## src/rtl/posit8_pkg.sv

```systemverilog
// Shared posit8 (es=0) definitions used by the encoder and the decode side.
//   BIAS / EXP_MAX / FRAC_W : exponent bias, largest legal biased exponent, fraction width
//   POSIT8_* constants      : special encodings and magnitude limits
//   posit8_fields_t         : unpacked posit fields (sign, zero, nar, exp, frac, guard, sticky)
//   posit8_apply_sign       : two's-complement sign application on a 7-bit magnitude
package posit8_pkg;

   localparam logic [3:0]  BIAS    = 4'd6;
   localparam logic [3:0]  EXP_MAX = 4'd12;
   localparam int unsigned FRAC_W  = 32'd5;

   localparam logic [7:0] POSIT8_NAR    = 8'h80;
   localparam logic [7:0] POSIT8_ZERO   = 8'h00;
   localparam logic [6:0] POSIT8_MAXPOS = 7'h7F;
   localparam logic [6:0] POSIT8_MINPOS = 7'h01;

   typedef struct packed {
      logic              sign;
      logic              zero;
      logic              nar;
      logic [3:0]        exp;
      logic [FRAC_W-1:0] frac;
      logic              guard;
      logic              sticky;
   } posit8_fields_t;

   // Negative posits are the two's complement of the positive pattern.
   function automatic logic [7:0] posit8_apply_sign(input logic sign, input logic [6:0] mag);
      logic [7:0] res;
      if (sign) begin
         res = ~{1'b0, mag} + 8'd1;
      end else begin
         res = {1'b0, mag};
      end
      return res;
   endfunction

endpackage

```

## src/rtl/posit8_regime_encoder_if.sv

```systemverilog
// Valid/ready bus of the posit8 regime encoder.
//   Input side : in_valid, in_ready, sign_in, zero_in, nar_in, exp_in, frac_in, guard_in, sticky_in
//   Output side: out_valid, out_ready, posit_out
//   master = upstream/downstream environment, slave = encoder
interface posit8_regime_encoder_if;
   import posit8_pkg::*;

   logic              in_valid;
   logic              in_ready;
   logic              sign_in;
   logic              zero_in;
   logic              nar_in;
   logic [3:0]        exp_in;
   logic [FRAC_W-1:0] frac_in;
   logic              guard_in;
   logic              sticky_in;
   logic              out_valid;
   logic              out_ready;
   logic [7:0]        posit_out;

   modport master (
      output in_valid, sign_in, zero_in, nar_in, exp_in, frac_in, guard_in, sticky_in,
      output out_ready,
      input  in_ready, out_valid, posit_out
   );

   modport slave (
      input  in_valid, sign_in, zero_in, nar_in, exp_in, frac_in, guard_in, sticky_in,
      input  out_ready,
      output in_ready, out_valid, posit_out
   );

endinterface

```

## src/rtl/posit8_regime_builder.sv

```systemverilog
// Combinational regime generator for posit8 (es=0).
//   exp_in     : biased exponent (k = exp_in - BIAS)
//   regime_pat : regime run left-aligned in 7 magnitude bits, zeros after it
//   regime_len : bits consumed by the run plus terminator (2..7)
// Out-of-range exponents produce the maxpos pattern; the encoder saturates them anyway.
module posit8_regime_builder
   import posit8_pkg::*;
(
   input  logic [3:0] exp_in,
   output logic [6:0] regime_pat,
   output logic [2:0] regime_len
);

   logic [3:0] ones_s;
   logic [3:0] zeros_s;

   // Build the run: k>=0 gives k+1 ones then 0, k<0 gives -k zeros then 1.
   always_comb begin
      ones_s     = 4'd0;
      zeros_s    = 4'd0;
      regime_pat = POSIT8_MAXPOS;
      regime_len = 3'd7;
      if (exp_in > EXP_MAX) begin
         regime_pat = POSIT8_MAXPOS;
         regime_len = 3'd7;
      end else if (exp_in >= BIAS) begin
         ones_s     = exp_in - BIAS + 4'd1;
         regime_pat = ~(7'h7F >> ones_s);
         // k=+6 fills all seven bits, so the terminator is dropped
         regime_len = (ones_s == 4'd7) ? 3'd7 : (ones_s[2:0] + 3'd1);
      end else begin
         zeros_s    = BIAS - exp_in;
         regime_pat = 7'h40 >> zeros_s;
         regime_len = zeros_s[2:0] + 3'd1;
      end
   end

endmodule

```

## src/rtl/posit8_regime_encoder.sv

```systemverilog
// Two-stage pipelined posit8 (es=0) encoder: unpacked fields in, packed posit out.
//   clk, rst : clock, synchronous active-high reset
//   bus      : valid/ready input fields and valid/ready posit_out (slave modport)
// Stage 1 builds the regime and aligns the fraction behind it, extracting the
// round and sticky bits. Stage 2 applies round-to-nearest-even, saturation,
// the special values and the sign.
module posit8_regime_encoder
   import posit8_pkg::*;
(
   input  logic                   clk,
   input  logic                   rst,
   posit8_regime_encoder_if.slave bus
);

   posit8_fields_t in_fields_s;
   logic           s1_adv_s;
   logic           s2_adv_s;
   logic [6:0]     regime_pat_s;
   logic [2:0]     regime_len_s;
   logic [11:0]    frac_ext_s;
   logic [11:0]    aligned_s;
   logic           round_s;
   logic           sticky_s;
   logic           sat_s;

   logic           s1_valid_r;
   logic [6:0]     s1_mag_r;
   logic           s1_round_r;
   logic           s1_sticky_r;
   logic           s1_sat_r;
   logic           s1_sign_r;
   logic           s1_zero_r;
   logic           s1_nar_r;

   logic           inc_s;
   logic [7:0]     sum_s;
   logic [6:0]     mag_rnd_s;
   logic [7:0]     posit_s;

   logic           s2_valid_r;
   logic [7:0]     s2_posit_r;

   // Gather the interface inputs into the shared field record.
   always_comb begin
      in_fields_s        = '0;
      in_fields_s.sign   = bus.sign_in;
      in_fields_s.zero   = bus.zero_in;
      in_fields_s.nar    = bus.nar_in;
      in_fields_s.exp    = bus.exp_in;
      in_fields_s.frac   = bus.frac_in;
      in_fields_s.guard  = bus.guard_in;
      in_fields_s.sticky = bus.sticky_in;
   end

   // Stage advance conditions; S1 may refill in the same cycle S2 drains.
   always_comb begin
      s2_adv_s = !s2_valid_r || bus.out_ready;
      s1_adv_s = !s1_valid_r || s2_adv_s;
   end

   assign bus.in_ready  = s1_adv_s;
   assign bus.out_valid = s2_valid_r;
   assign bus.posit_out = s2_posit_r;

   posit8_regime_builder u_regime_builder (
      .exp_in     (in_fields_s.exp),
      .regime_pat (regime_pat_s),
      .regime_len (regime_len_s)
   );

   // Place the fraction right after the regime in a 12-bit window:
   // [11:5] magnitude, [4] round candidate, [3:0] sticky candidates.
   always_comb begin
      frac_ext_s = {in_fields_s.frac, 7'b0000000};
      aligned_s  = {regime_pat_s, 5'b00000} | (frac_ext_s >> regime_len_s);
      round_s    = 1'b0;
      sticky_s   = 1'b0;
      sat_s      = (in_fields_s.exp > EXP_MAX);
      if (regime_len_s <= 3'd2) begin
         // every fraction bit fits, so guard/sticky are the rounding inputs
         round_s  = in_fields_s.guard;
         sticky_s = in_fields_s.sticky;
      end else begin
         round_s  = aligned_s[4];
         sticky_s = (|aligned_s[3:0]) | in_fields_s.guard | in_fields_s.sticky;
      end
   end

   // Stage 1 register: aligned magnitude plus rounding and special-case flags.
   always_ff @(posedge clk) begin
      if (rst) begin
         s1_valid_r  <= 1'b0;
         s1_mag_r    <= 7'h00;
         s1_round_r  <= 1'b0;
         s1_sticky_r <= 1'b0;
         s1_sat_r    <= 1'b0;
         s1_sign_r   <= 1'b0;
         s1_zero_r   <= 1'b0;
         s1_nar_r    <= 1'b0;
      end else if (s1_adv_s) begin
         s1_valid_r <= bus.in_valid;
         if (bus.in_valid) begin
            s1_mag_r    <= aligned_s[11:5];
            s1_round_r  <= round_s;
            s1_sticky_r <= sticky_s;
            s1_sat_r    <= sat_s;
            s1_sign_r   <= in_fields_s.sign;
            s1_zero_r   <= in_fields_s.zero;
            s1_nar_r    <= in_fields_s.nar;
         end
      end
   end

   // Round to nearest even, clamp into [minpos, maxpos], then resolve specials and sign.
   always_comb begin
      inc_s     = s1_round_r && (s1_mag_r[0] || s1_sticky_r);
      sum_s     = {1'b0, s1_mag_r} + {7'b0000000, inc_s};
      mag_rnd_s = sum_s[6:0];
      posit_s   = POSIT8_ZERO;
      if (s1_sat_r || sum_s[7]) begin
         mag_rnd_s = POSIT8_MAXPOS;
      end else if (sum_s[6:0] == 7'h00) begin
         mag_rnd_s = POSIT8_MINPOS;
      end else begin
         mag_rnd_s = sum_s[6:0];
      end
      if (s1_nar_r) begin
         posit_s = POSIT8_NAR;
      end else if (s1_zero_r) begin
         posit_s = POSIT8_ZERO;
      end else begin
         posit_s = posit8_apply_sign(s1_sign_r, mag_rnd_s);
      end
   end

   // Stage 2 register: the packed result, held while the consumer stalls.
   always_ff @(posedge clk) begin
      if (rst) begin
         s2_valid_r <= 1'b0;
         s2_posit_r <= POSIT8_ZERO;
      end else if (s2_adv_s) begin
         s2_valid_r <= s1_valid_r;
         if (s1_valid_r) begin
            s2_posit_r <= posit_s;
         end
      end
   end

endmodule

```

## src/flat_wrapper.sv

```systemverilog
// flat-port wrapper written by rule: the top's interface ports become plain ports
module posit8_regime_encoder_flat import posit8_pkg::*;
  (clk, rst, bus_in_valid, bus_sign_in, bus_zero_in, bus_nar_in, bus_exp_in, bus_frac_in, bus_guard_in, bus_sticky_in, bus_out_ready, bus_in_ready, bus_out_valid, bus_posit_out);
  posit8_regime_encoder_if bus_i ();
  input  logic clk;
  input  logic rst;
  input wire logic [$bits(bus_i.in_valid)-1:0] bus_in_valid;
  input wire logic [$bits(bus_i.sign_in)-1:0] bus_sign_in;
  input wire logic [$bits(bus_i.zero_in)-1:0] bus_zero_in;
  input wire logic [$bits(bus_i.nar_in)-1:0] bus_nar_in;
  input wire logic [$bits(bus_i.exp_in)-1:0] bus_exp_in;
  input wire logic [$bits(bus_i.frac_in)-1:0] bus_frac_in;
  input wire logic [$bits(bus_i.guard_in)-1:0] bus_guard_in;
  input wire logic [$bits(bus_i.sticky_in)-1:0] bus_sticky_in;
  input wire logic [$bits(bus_i.out_ready)-1:0] bus_out_ready;
  output wire logic [$bits(bus_i.in_ready)-1:0] bus_in_ready;
  output wire logic [$bits(bus_i.out_valid)-1:0] bus_out_valid;
  output wire logic [$bits(bus_i.posit_out)-1:0] bus_posit_out;
  assign bus_i.in_valid = bus_in_valid;
  assign bus_i.sign_in = bus_sign_in;
  assign bus_i.zero_in = bus_zero_in;
  assign bus_i.nar_in = bus_nar_in;
  assign bus_i.exp_in = bus_exp_in;
  assign bus_i.frac_in = bus_frac_in;
  assign bus_i.guard_in = bus_guard_in;
  assign bus_i.sticky_in = bus_sticky_in;
  assign bus_i.out_ready = bus_out_ready;
  assign bus_in_ready = bus_i.in_ready;
  assign bus_out_valid = bus_i.out_valid;
  assign bus_posit_out = bus_i.posit_out;
  posit8_regime_encoder u_core (.clk(clk), .rst(rst), .bus(bus_i));
endmodule
```

## config.mk

```make
export PLATFORM = sky130hd
export DESIGN_NAME = posit8_regime_encoder_flat
export DESIGN_NICKNAME = d
export VERILOG_FILES = /design/src/rtl/posit8_pkg.sv /design/src/rtl/posit8_regime_encoder_if.sv /design/src/rtl/posit8_regime_builder.sv /design/src/rtl/posit8_regime_encoder.sv /design/src/flat_wrapper.sv
export SDC_FILE = /design/constraint.sdc
export NUM_CORES = 1
export LEC_CHECK = 0
export ABC_AREA = 1
export CAP_MARGIN = 20
export CORE_ASPECT_RATIO = 1.4
export CORE_MARGIN = 2
export CORE_UTILIZATION = 35
export CTS_BUF_LIST = sky130_fd_sc_hd__clkbuf_2
export CTS_CLUSTER_DIAMETER = 80
export CTS_CLUSTER_SIZE = 14
export DETAILED_ROUTE_END_ITERATION = 6
export PLACE_DENSITY_LB_ADDON = 0.05
export RECOVER_POWER = 25
export SYNTH_ARGS = -nofsm -noshare
export SYNTH_HDL_FRONTEND = slang
export SYNTH_SLANG_ARGS = --single-unit
```

## constraint.sdc

```tcl
create_clock -name clk -period 4.07 [get_ports clk]
set_clock_uncertainty 0.05 [all_clocks]
set_input_delay 0.407 -clock clk [delete_from_list [all_inputs] [get_ports clk]]
set_output_delay 0.407 -clock clk [all_outputs]
set_load 0.005 [all_outputs]
```

### After elaboration in Yosys (flattened, before gate mapping)

Index checks and enable logic that the tools add are counted.
W data, S select, Z words.

* register bits after elaboration: 23
* input port bits: 18
* output and inout port bits: 10
* logic and storage cells: 52

* add/subtract/negate cells: 7
* magnitude comparators: 3
* eq/ne operators: 1
* shift operators: 3
* multiplexer cells: 12
* bitwise logic cells: 5
* reduce and logical (&&, ||, !) cells: 11

Operators with widths (count)
* $mux W7: 4
* $mux W8: 3
* $shr A7 B4 Y7 const A: 2
* $or A12 B12 Y12: 1
* $shr A12 B3 Y12: 1
* $mux W3: 3
* $add A7 B1 Y8: 1
* $add A8 B1 Y8 const B: 1
* $not A7 Y8: 1
* $logic_not A7 Y1: 1
* $not A7 Y7: 1
* $add A3 B1 Y3 const B: 2
* $add A4 B1 Y4 const B: 1
* $eq A4 B3 Y1 const B: 1
* $ge A4 B3 Y1 const B: 1
* $gt A4 B4 Y1 const B: 1
* $logic_or A1 B1 Y1: 4
* $reduce_and A2 Y1: 2
* $reduce_or A4 Y1: 1
* $sub A3 B4 Y4 const A: 1
* $sub A4 B3 Y4 const B: 1
* $le A3 B2 Y1 const B: 1
* $logic_not A1 Y1: 2
* $mux W1: 2
* 2 further kinds: 3

### Depth between registers and ports, before layout

Gate-level depths: netlist (run 1).

* depth after elaboration: 12
* mapped depth: 18
* mapped depth without buffers: 18

### Modules after synthesis

A second synthesis (run 1) with hierarchy kept.

* cells, all modules: 309
* area total of the unflattened synthesis: 1978.1 um2

Modules (own cells, without submodules)
* posit8_regime_encoder: times used 1, cells an instance 215, area each 1420.1 um2, sequential area each 460.4 um2
* posit8_regime_builder: times used 1, cells an instance 94, area each 558.0 um2, sequential area each 0.0 um2

### Least setup slack after synthesis (run 1)

OpenSTA, ideal clock, no wires.

* path kind: register to register
* from: register u_core.s1_mag_r[0]
* to: register u_core.s2_posit_r[4], in the netlist u_core.bus.posit_out[4]
* library setup time: 132 ps
* arrival time: 2140 ps
* data required time: 3888 ps
* path slack: 1748 ps
* stages on the path, launching flop included: 16
* path through: dfxtp_1 o21a_1 ha_1 ha_1 nand3_1 nor2_1 xnor2_1 nand4_1 nand2_1 inv_1 ha_1 nand3_1 nand2_1 or2_0 nand3_1 a21oi_1

* cells in the longest elaborated chain, start to end: 11

RTL lines
* start, declared: RTL line posit8_regime_encoder.sv:27 `logic [6:0] s1_mag_r;`
* start signal, assigned: RTL line posit8_regime_encoder.sv:103 `s1_mag_r <= aligned_s[11:5];`
* $logic_or A1 B1 Y1: RTL line posit8_regime_encoder.sv:116 `inc_s = s1_round_r && (s1_mag_r[0] || s1_sticky_r);`
* $logic_and A1 B1 Y1: RTL line posit8_regime_encoder.sv:116
* $add A7 B1 Y8 *: RTL line posit8_regime_encoder.sv:117 `sum_s = {1'b0, s1_mag_r} + {7'b0000000, inc_s};`
* $logic_not A7 Y1: RTL line posit8_regime_encoder.sv:122 `end else if (sum_s[6:0] == 7'h00) begin`
* $mux W7: RTL line posit8_regime_encoder.sv:122
* $mux W7 *: RTL line posit8_regime_encoder.sv:120 `if (s1_sat_r || sum_s[7]) begin`
* $not A7 Y8: RTL line posit8_pkg.sv:31 `res = ~{1'b0, mag} + 8'd1;`
* $add A8 B1 Y8: RTL line posit8_pkg.sv:31
* $mux W8 *: RTL line posit8_pkg.sv:30 `if (sign) begin`
* $mux W8 *: RTL line posit8_regime_encoder.sv:129 `end else if (s1_zero_r) begin`
* $mux W8 *: RTL line posit8_regime_encoder.sv:127 `if (s1_nar_r) begin`
* end signal, assigned: RTL line posit8_regime_encoder.sv:144 `s2_posit_r <= posit_s;`
* end, declared: RTL line posit8_regime_encoder.sv:41 `logic [7:0] s2_posit_r;`

Every way passes the cells marked *; elsewhere a longest branch is shown, timed or not.
A chain may end at the register's enable or synchronous reset.

### Worst setup path after layout (run 1)

* from: input bus_exp_in[0]
* to: register u_core.s1_mag_r[1]

* cells in the longest elaborated chain, start to end: 8

RTL lines
* start, declared: RTL line flat_wrapper.sv:11 `input wire logic [$bits(bus_i.exp_in)-1:0] bus_exp_in;`
* $sub A4 B3 Y4: RTL line posit8_regime_builder.sv:27 `ones_s = exp_in - BIAS + 4'd1;`
* $add A4 B1 Y4: RTL line posit8_regime_builder.sv:27
* $add A3 B1 Y3 / $eq A4 B3 Y1 (equally long branches): RTL line posit8_regime_builder.sv:30 `regime_len = (ones_s == 4'd7) ? 3'd7 : (ones_s[2:0] + 3'd1);`
* $mux W3: RTL line posit8_regime_builder.sv:30
* $mux W3: RTL line posit8_regime_builder.sv:26 `end else if (exp_in >= BIAS) begin`
* $mux W3: RTL line posit8_regime_builder.sv:23 `if (exp_in > EXP_MAX) begin`
* $shr A12 B3 Y12: RTL line posit8_regime_encoder.sv:75 `aligned_s = {regime_pat_s, 5'b00000} | (frac_ext_s >> regime_len_s);`
* $or A12 B12 Y12 *: RTL line posit8_regime_encoder.sv:75

Marked as above.

==> results of run 1 <==
-- per-stage QoR --
| stage | setup WS [ps] | hold slack [ps] | util, % | cell area [µm²] |
|---|---|---|---|---|
| after floorplan | 1748 | 383.7 | - | 1821 |
| after global placement | 967.7 | 403.1 | 42.70 | 2170 |
| after detailed placement | 911.6 | 407.2 | 42.70 | 2170 |
| after CTS | 1281 | 434.4 | 43.09 | 2190 |
| after global routing | 1036 | 454.1 | 43.02 | 2186 |
| final | 1296 | 428.8 | 43.02 | 2186 |
-- per-layer routing --
layer	share of wire, %	routed length, µm	GRT usage (%)
met3	2.1	99	1.511
met1	39	1796	17.18
met4	2.0	93	5.416
met2	57	2617	35.52
met5	0	0	0
-- worst reg2reg max path: cells and delay by family (launching register included) --
family                     cells  cell delay, ps
buffers and inverters          1              50
DFF                            1             370
and+or+nand+nor                8            1030
xor gates and xnor gates       1             250
adders and majority gates      3             590
AOI/OAI and AO/OA              2             240
-- sequential cells by signal (all words and copies together) (netlist names) --
register / cells
u_core.s1_valid_r: 1
u_core.bus.out_valid: 1
u_core.bus.posit_out: 8
u_core.s1_sign_r: 1
u_core.s1_mag_r: 7
u_core.s1_sat_r: 1
u_core.s1_nar_r: 1
u_core.s1_zero_r: 1
u_core.s1_sticky_r: 1
u_core.s1_round_r: 1
-- where the power goes --
group          total (mW)  leakage, nW  switching [mW]  internal (mW)
Combinational       0.231        0.790           0.141         0.0898
Sequential          0.256        0.190          0.0126          0.243
Clock              0.0950       0.0164          0.0727         0.0223
-- cell usage in the layout (no fill, tap or decap), types with 5 or more instances in the layout --
master           netlist  final
o21ai_0               18     18
clkdlybuf4s50_1        0     24
nand2_1               61     61
inv_1                 33     33
ha_1                  12     12
a21oi_1               20     20
nor3_1                 5      5
nand3_1               35     35
nor2_1                29     29
dfxtp_1               23     23
-- worst max-delay path by stage --
| stage | slack [ps] | to | cells after the start | start |
|---|---|---|---|---|
| after floorplan | 1750 | u_core.bus.posit_out[4] | 15 | u_core.s1_mag_r[0] |
| after global placement | 970 | u_core.s1_sticky_r | 15 | bus_exp_in[0] |
| after detailed placement | 910 | u_core.s1_mag_r[1] | 13 | bus_exp_in[0] |
| after CTS | 1280 | u_core.s1_mag_r[1] | 13 | bus_exp_in[0] |
| after global routing | 1040 | u_core.s1_sticky_r | 15 | bus_exp_in[0] |
| final | 1300 | u_core.s1_mag_r[1] | 13 | bus_exp_in[0] |
-- final cells by class --
type / count / area [µm²] / area share, %
Sequential cell: 23 / 460.4 / 21.06
Multi-Input combinational cell: 219 / 1214 / 55.52
Clock inverter: 1 / 5.005 / 0.2290
Timing Repair Buffer: 28 / 274.0 / 12.54
Inverter: 36 / 135.1 / 6.182
Clock buffer: 3 / 15.01 / 0.6869
Tap cell: 66 / 82.58 / 3.778
-- cells by family (layout without fill, tap and decap cells) --
kind of cell | count (synthesis) | after routing | synth area share (%)
xor+xnor | 5 | 5 | 2.405
buf+inv | 39 | 68 | 8.041
flops | 23 | 23 | 25.29
fa+ha+maj | 12 | 12 | 8.247
compound gates | 55 | 55 | 18.70
simple gates | 147 | 147 | 37.32
==> results_dict.tcl, run 1 <==
set metrics [dict create \
    worst_pin_slew_ps 787.3 \
    tritoncts "built" \
    netlist_area_um2 1820 \
    postCtsSetupRepairBufs 0 \
    drive_gt1_share_pct 7.097 \
    synthesis.nets 311 \
    fin_crit_ps 2774 \
    htreeDepth 1 \
    path_cells "clkdlybuf4s50_1 > inv_1 > ha_1 > inv_1 > ha_1 > ha_1 > inv_1 > a21oi_1 > nor2_1 > nand2_4 > inv_2 > nand3_1 > a31oi_1" \
    yosys_warnings 0 \
    finalHoldViolCount 0 \
    whs_endpoint "u_core.bus.posit_out[1]" \
    cts_buffers 3 \
    dp.cells 372 \
    setup_viol 0 \
    synth-async-reset-ratio_pct 0 \
    dieArea_um2 5803 \
    antennaDiodeCount 0 \
    synth_area_leader_cell "dfxtp_1" \
    powerDensity_nw_per_um2 266.0 \
    cp.required_ps 4310 \
    synth.most_common_cell "nand2_1" \
    p_leak_nw 0.9967 \
    synth_edf_count 0 \
    slowest_delay_ps 610 \
    drtIter0Drc 60 \
    min_path_cells 2 \
    rows 31 \
    worstSetupEndpointType "register" \
    max_freq_ghz 0.3605 \
    cp_slowest_cell "clkdlybuf4s50_1" \
    cts_max_path_buffers 2 \
    syn_to_final_growth_pct 20.07 \
    seq_area_frac_synth_pct 25.29 \
    power_mw 0.5813 \
    grt_max_degree 14 \
    synthCells 281 \
    maxSlewViolCount 0 \
    cp-start-kind "input port" \
    fin_crit_sh_pct 68.16 \
    fillers 585 \
    drt-total-wl_um 4606 \
    gp_congestion 0.9014 \
    coreArea_um2 5081 \
    overflow 0 \
    maxCapViolations 0 \
    final_nets 341 \
    drcViolationCount 0 \
    vias 1872 \
    synth_top_area_share_pct 25.29 \
    drt-wirelength-per-cell_um 12.25 \
    reg2reg_depth 15 \
    layout.cells.non_filler 376 \
    ir_worst_vdd_mv 0.09368 \
    r2r_end "u_core.bus.posit_out[4]" \
    critPathTopFamily "buffers and inverters" \
    slew_headroom_pct 47.11 \
    grtUsageTotal_pct 16.95 \
    first_global_vias 1775 \
    path_clk_slew_ps 220 \
    ant_nets 0 \
    r2r-start "u_core.s1_sticky_r" \
    hpwl_um 3824 \
    cp_max_fo 9 \
    io_pins 28 \
    clkLatencyLatePin_ps 340 \
    ctsResizeCount 0 \
    hold_buffers 0 \
    outcome "completed" \
    min_path_type "reg -> reg" \
    clock-sinks 23 \
    synthTopCellsByCount "nand2_1, nand3_1, inv_1" \
    port_buffers 27 \
    synth-seq-cells 23 \
    grt_pass1_wl_um 7769 \
    viasPerCell 4.979 \
    crit_type "in -> reg" \
    min_from "u_core.bus.posit_out[1]" \
    initial_core_util_pct 35.83 \
    setup_tns_ps 0 \
    drtPass1Iterations 4 \
    die_y_um 89.34 \
    r2r_slack_ps 1420 \
    path_buf_inv 5 \
    synth_cell_type_count 33 \
    syn_area_per_cell_um2 6.479 \
    grt_setup_unrepaired "no" \
    clock-root-buffer "clkbuf_2" \
    antenna_found_initial 0 \
    synth_area_leaders "dfxtp_1, nand2_1, nand3_1, ha_1, inv_1" \
    critical_path_arrival_ps 3010 \
    die_w_um 64.96 \
    synth_ff_type "dfxtp_1" \
]
Note: power is estimated with default switching activity, not from simulation.
==> run 2, diff against run 1 <==
==> constraint.sdc (replaced) <==
create_clock -name clk -period 2.62 [get_ports clk]
set_clock_uncertainty 0.05 [all_clocks]
set_input_delay 0.262 -clock clk [delete_from_list [all_inputs] [get_ports clk]]
set_output_delay 0.262 -clock clk [all_outputs]
set_load 0.005 [all_outputs]
==> run 2 against run 1 <==
Count of clock-buffer cells in the layout did not move. Largest power group unchanged. Wire length rose by 2.3%. Sequential power rose by 56%. Largest cell class unchanged. Total power rose by 62%. Global-route usage rose by 0.24 points. Sequential share of layout area fell by 1.5 points. Utilization rose by 3.5 points. Highest routed layer unchanged. Register-to-register slack got worse by 1200 ps. Final area rose by 8.1%. Via count rose by 3.5%.
==> results_dict.tcl, run 2 (synthesis gave the netlist of run 1 again) <==
set metrics [dict create \
    whs_ps 430.4 \
    finalHoldViolCount 0 \
    grt_pass1_wl_um 7879 \
    die_w_um 64.96 \
    overflow 0 \
    final_nets 360 \
    antennaDiodeCount 0 \
    cp-start-kind "register" \
    final_cell_mix "nand2_1, inv_1, nand3_1, nor2_1, clkdlybuf4s50_1" \
    cell_internal_pwr_mw 0.5821 \
    final_core_util_pct 46.49 \
    largest_reg_flops 8 \
    grtUsageTotal_pct 17.19 \
    first_global_vias 1806 \
    drcViolationCount 0 \
    antenna_found_initial 0 \
    port_buffers 27 \
    p_leak_nw 1.097 \
    viasPerCell 4.904 \
    drt-wirelength-per-cell_um 11.93 \
    powerDensity_nw_per_um2 399.2 \
    setup_viol 0 \
    gp_congestion 0.7988 \
    io_pins 28 \
    drive_gt1_share_pct 14.89 \
    swShare_pct 38.26 \
    clock-root-buffer "clkbuf_2" \
    fin_crit_sh_pct 92.59 \
    seq_power_share_pct 42.4 \
    hpwl_um 3988 \
    clkLatencyLatePin_ps 340 \
    met3_usage_pct 1.637 \
    dp.cells 391 \
    crit_type "reg -> reg" \
    grt.busiest_layer "met2" \
    final_common_cell "nand2_1" \
    fin_crit_ps 2426 \
    clock-sinks 23 \
    initial_core_util_pct 35.83 \
    cts_buffers 3 \
    dieArea_um2 5803 \
    max_freq_ghz 0.4122 \
    worstSetupEndpointType "register" \
    grtUsageMet1_pct 17.80 \
    ant_nets 0 \
    combPwrFrac_pct 41.7 \
    grt_util_met2_pct 34.77 \
    tritoncts "built" \
    layout.cells.non_filler 395 \
    slew_headroom_pct 64.60 \
    path_clk_slew_ps 230 \
    cp.required_ps 2840 \
    rows 31 \
    drt-total-wl_um 4713 \
    die_y_um 89.34 \
    vias 1937 \
    outcome "completed" \
    cp_max_fo 3 \
    cts_max_path_buffers 2 \
    clkPwrFrac_pct 15.9 \
    grt_max_degree 14 \
    htreeDepth 1 \
    ir_worst_vdd_mv 0.1517 \
    maxCapViolations 0 \
    fillers 578 \
    worst_pin_slew_ps 524.4 \
    min_path_type "reg -> reg" \
    coreArea_um2 5081 \
    maxSlewViolCount 0 \
    drtPass1Iterations 4 \
    syn_to_final_growth_pct 29.76 \
    switchingPower_mw 0.3608 \
    critical_path_arrival_ps 2650 \
    drtIter0Drc 51 \
]
[run 2: area by class of cell]
type	instances	area, µm²	share of cell area, %
clock buffers	3	15.01	0.6356
repair buffers	47	416.7	17.64
multi-input cells	219	1246	52.75
clock inverters	1	5.005	0.2119
flip-flops and latches	23	461.7	19.54
inverters	36	135.1	5.720
well taps	66	82.58	3.496
[run 2: worst max-delay path: stages (launching register included)]
cell	delay [ps]
dfxtp_2	380
o21a_1	160
ha_1	200
ha_2	210
nand3_2	100
nor2_1	60
xnor2_1	200
nand4_1	160
nand2_1	130
inv_1	50
ha_2	180
or3_1	340
nand3_1	70
a21oi_1	60
[run 2: power by group through the flow]
stage	combinational [mW]	clock (mW)	sequential, mW
after detailed placement	0.389	0	0.405
after CTS	0.392	0.153	0.398
final	0.393	0.150	0.400
after global placement	0.389	0	0.405
after floorplan	0.249	0	0.401
after global routing	0.448	0.170	0.404
[run 2: timing repair]
item / in CTS / in global routing
setup buffers: 0 / 0
gates resized for setup: 0 / 8
hold buffers: 0 / 0
setup endpoints to repair: 0 / 3
[run 2: path summary, 6_finish.rpt]
check	slack, ps	endpoint	from	cells past startpoint
setup / recovery	190	u_core.bus.posit_out[2]	u_core.s1_mag_r[0]	13
hold / removal	430	u_core.bus.posit_out[6]	u_core.bus.posit_out[6]	2
setup reg to reg	190	u_core.bus.posit_out[2]	u_core.s1_mag_r[0]	13
hold reg to reg	430	u_core.bus.posit_out[6]	u_core.bus.posit_out[6]	2
[run 2: per-stage QoR]
| step | area, µm² | power [mW] | worst slack [ps] | setup TNS (ps) |
|---|---|---|---|---|
| after floorplan | 1821 | 0.6509 | 297.8 | 0 |
| after global routing | 2362 | 1.023 | -0.06839 | -0.06839 |
| after global placement | 2312 | 0.7935 | 6.694 | 0 |
| after CTS | 2332 | 0.9438 | 78.73 | 0 |
| final | 2362 | 0.9429 | 194.1 | 0 |
| after detailed placement | 2312 | 0.7942 | -1.029 | -1.029 |
[run 2: metal layers]
layer	vias to the layer above	share of wire, %
li1	1040	-
met1	853	39
met2	33	56
met3	11	1.8
met4	0	3.1
met5	-	0
==> run 3, diff against run 2 <==
--- a/config.mk
+++ b/config.mk
@@ -16,6 +16,7 @@
 export DETAILED_ROUTE_END_ITERATION = 6
 export PLACE_DENSITY_LB_ADDON = 0.05
 export RECOVER_POWER = 25
+export SLEW_MARGIN = 20
 export SYNTH_ARGS = -nofsm -noshare
 export SYNTH_HDL_FRONTEND = slang
 export SYNTH_SLANG_ARGS = --single-unit
==> results of run 3 <==
Same layout as run 2: the final DEF is identical, and so are final timing and power.
